$ cat src/rtl/k_counter.sv
// Dual modulo-K up/down counter (K-counter) feeding an increment/decrement counter.
// Optional build macro KCNT_OPPOSITE_CLEAR_EN selects random-walk filter mode.
module k_counter #(
    parameter int unsigned KBITS = 4
) (
    input  logic             clk,
    input  logic             reset,
    input  logic             enable,
    input  logic             dnUp,
    output logic             carry,
    output logic             borrow,
    output logic [KBITS-1:0] upCount,
    output logic [KBITS-1:0] dnCount
);

    localparam logic [KBITS-1:0] CNT_MAX = {KBITS{1'b1}};
    localparam logic [KBITS-1:0] CNT_ONE = KBITS'(1);

    logic             up_step;
    logic             dn_step;
    logic             up_wrap;
    logic             dn_wrap;
    logic [KBITS-1:0] up_next;
    logic [KBITS-1:0] dn_next;

    // Only one counter advances per enabled edge, so carry and borrow are exclusive.
    always_comb begin
        up_step = enable & ~dnUp;
        dn_step = enable & dnUp;
        up_wrap = up_step & (upCount == CNT_MAX);
        dn_wrap = dn_step & (dnCount == CNT_MAX);
        up_next = upCount + CNT_ONE;
        dn_next = dnCount + CNT_ONE;
    end

    always_ff @(posedge clk) begin
        if (reset) begin
            upCount <= '0;
            dnCount <= '0;
            carry   <= 1'b0;
            borrow  <= 1'b0;
        end else begin
            carry  <= up_wrap;
            borrow <= dn_wrap;
            if (up_step) begin
                upCount <= up_next;
            end
            if (dn_step) begin
                dnCount <= dn_next;
            end
`ifdef KCNT_OPPOSITE_CLEAR_EN
            // Random-walk mode: a wrap on one side discards progress on the other.
            if (up_wrap) begin
                dnCount <= '0;
            end
            if (dn_wrap) begin
                upCount <= '0;
            end
`endif
        end
    end

endmodule

$ cat config.mk
export PLATFORM = sky130hd
export DESIGN_NAME = k_counter
export DESIGN_NICKNAME = d
export VERILOG_FILES = /design/src/rtl/k_counter.sv
export SDC_FILE = /design/constraint.sdc
export NUM_CORES = 1
export LEC_CHECK = 0
export BUFFER_PORTS_ARGS = -buffer_cell sky130_fd_sc_hd__buf_2
export CAP_MARGIN = 5
export CORE_AREA = 8 8 45 47
export CTS_CLUSTER_DIAMETER = 150
export DETAILED_ROUTE_END_ITERATION = 10
export DIE_AREA = 0 0 53 55
export GPL_TIMING_DRIVEN = 0
export SETUP_SLACK_MARGIN = 0.4
export SLEW_MARGIN = 20
export SYNTH_ARGS = -nofsm -noshare
export SYNTH_HDL_FRONTEND = slang
export SYNTH_SLANG_ARGS = --single-unit
$ cat constraint.sdc
create_clock -name clk -period 1.21 [get_ports clk]
set_input_delay 0.242 -clock clk [delete_from_list [all_inputs] [get_ports clk]]
set_output_delay 0.242 -clock clk [all_outputs]
set_load 0.02 [all_outputs]
==> summary.md <==
| Metric | Value |
|---|---|
| Status | finished, final reports clean |
| Arr. time, crit path | 750 ps |
| Top-level I/O count | 14 |
| # DRC | 0 |
| Total wire length | 929 um |
| Final GP Congestion | around 0.68 |
| Flop2flop setup slack | 250 ps |
| Area added between synthesis and finish | 73.0% |
| Vias in the first global route | approximately 340 |
| Max incr delay on CP | about 380 ps |
| Compound-cell area share of the yosys netlist | 3.77% |
| Synthesized area per cell | between 9 and 10 um^2 |
| Post-synthesis mux area share | ~5.3% |
| Worst-Skew Late Latency | ~260 ps |
| Cell Pwr Density | 949 nW/um^2 |
| Total negative slack | 0 ps |
| Max Cap Viol | 0 |
| Buffers added on ports | 13 |
| Initial core utilization | 28.8% |
| Root buffer cell | clkbuf_4 |
| Min-Delay Path Class | input port to flip-flop |
| Max-slew violation count | 0 |
| Post-synth EDFFs | 0 |
| Most frequent cell after synthesis | dfxtp_1 |
| Yosys warning total | 0 |
| Startpoint Class | flip-flop |
| First-pass iteration count of the detailed router | 1 |
| Final Hold Fails | 0 |
| Critical-path top delay cell | dfxtp_4 |
| Cts hold-fix bufs | 0 |
| Clk buf depth | 2 |
| N_diodes | 0 |
| Pin count of the biggest net entering global routing | 11 |
| Num CTS Buffers | 3 |
| CP Max Fanout | 4 |
| Detail Route Antenna Nets | 0 |
| Reg clk slew, reported paths | 60 ps |
| Synth Instances | 42 |
| First-pass GRT wire length | 1530 um |
| Number of synthesized register bits | 10 |
| Measured slew at the worst slew-check pin | 200 ps |
| RSZ-0062 raised after global routing | yes |
| Vias after detailed routing | 360 |
| Post-synth ARST share | 0% |
| Post-synth top cells | 10 x dfxtp_1, 6 x nor2_1, 4 x nand2_1 |
| Sequential fraction of the synthesis area | 50.3% |
| Post-synth top area cell | dfxtp_1 |
| Distinct cells, synth | 18 |
| Wire length per cell | 11.8 um |
| Core area | 1380 um^2 |
| Critical path buffer and inverter count | 1 |
| Family with the most delay on the worst path | flip-flops |
| Fill cells | about 130 |
| Max VDD drop | 0.414 mV |
| Post-synth top area share | 50.3% |
| Min cycle time layout | 995 ps |
| GRT Resource Usage Total | under 10% |
| CTS tree | yes |
| Max frequency | 1000 MHz |
| Final Util | between 40% and 50% |
| Crit end category | primary output |
| Sink Count | 10 |
| Post-Syn Nets | 48 |
| # setup viols final | 0 |
| Mapped Area | 398 um^2 |
| Site Rows | 14 |
| Vias per inst | 4.56 |
| Primary FF master, synth | dfxtp_1 |
| Crit Path Category | flip-flop to primary output |
| Tightest slew margin relative to the limit | 86.6% |
| Synth Area in Adders | 6.29% |
| Largest family of logic cells by synthesized area | simple AND/OR/NAND/NOR gates |
| 1st-iter DRT viols | 0 |
| Die area | 2920 um^2 |
| Die W | 53 um |
| Post-Synth Simple-Gate Area | 24.5% |
| Dominant cells by area after synthesis | dfxtp_1 50%, xor2_1 6.6%, ha_1 6.3% |
| Share of cells above drive strength 1 | 61.9% |
| Clock Skews | 3.80 ps |
| Req. time, crit path | ~970 ps |
| Crit-path cells | buf_6 |
| GRT Residual Overflow | 0 |
| Final Cycle Share | roughly 82% |
| XOR/XNOR share of the synthesized area | under 10% |
| Initial antenna violation count | 0 |
| Nets | 71 |
| Die height | between 50 and 60 um |
| Pleak | around 0.27 nW |
| CTS H-tree lvls | 1 |
## layout by cell type, fill, tap and decap left out
master | netlist | final
a21oi_1 | 2 | 1
nand3_1 | 3 | 2
clkbuf_4 | 0 | 3
ha_4 | 0 | 2
xnor2_1 | 1 | 1
and2b_2 | 1 | 1
o21ai_0 | 1 | 1
buf_2 | 0 | 3
dfxtp_4 | 0 | 5
xor2_1 | 3 | 3
a21oi_2 | 0 | 1
mux2_4 | 0 | 1
clkbuf_2 | 0 | 1
nor2b_4 | 0 | 1
nor3_1 | 2 | 2
nand4_1 | 1 | 1
dfxtp_2 | 0 | 5
or3_1 | 1 | 1
nand3b_1 | 1 | 1
buf_6 | 0 | 11
nand2_1 | 4 | 4
nor2_1 | 6 | 6
buf_4 | 0 | 4
nand3_4 | 0 | 1
mux2i_1 | 1 | 1
## metal layers
metal	track usage [%]	vias to the layer above	share of wire, %
met5	0	-	0
met4	10.3	0	2.9
met3	2.67	2	8.8
met2	10.7	9	50
met1	7.67	165	39
li1	-	184	-
## area by class of cell
class	count	area [um^2]	share of cell area (%)
multi-input cells	31	246	35.8
well taps	16	20.0	2.91
repair buffers	18	169	24.5
clock buffers	3	22.5	3.27
plain buffers	1	5.00	0.727
flip-flops and latches	10	225	32.7
## cells by family after synthesis
group           after synthesis
fa+ha+maj                     2
buf+inv                       1
xor+xnor                      4
compound gates                3
mux                           2
simple gates                 20
flops                        10
## report_power, final
group          internal (mW)  switching [mW]
registers              0.333          0.0147
clock network          0.115           0.105
logic                 0.0435          0.0418
total                  0.491           0.162
## stage by stage
step / total power, mW / setup slack (ps) / hold WS, ps / instance area [um^2] / instances
3_5_place_dp: 0.420 / 52.2 / 455 / 531 / 71
3_3_place_gp: 0.417 / 53.5 / 452 / 531 / 71
6_report: 0.653 / 215 / 276 / 688 / 79
4_1_cts: 0.657 / 200 / 273 / 661 / 77
2_1_floorplan: 0.394 / 236 / 392 / 445 / 42
5_1_grt: 0.679 / 184 / 283 / 688 / 79
## path summary, 6_finish.rpt
kind | cells past startpoint | start | to
setup / recovery | 1 | dnCount[1] | dnCount[1]
hold / removal | 3 | enable | borrow
setup reg to reg | 3 | dnCount[1] | dnCount[3]
hold reg to reg | 2 | dnCount[3] | borrow
## state kept, by name, indices dropped and copies added (netlist names)
| register | count |
|---|---|
| dnCount | 4 |
| upCount | 4 |
| borrow | 1 |
| carry | 1 |
## repair_timing
action                                  CTS  global route
pin swaps                                 5             4
resized for setup                        28             4
hold endpoints to repair                  0             0
endpoints found under the setup margin   16            19
buffers inserted                          3             2
Note: power is estimated with default switching activity, not from simulation.
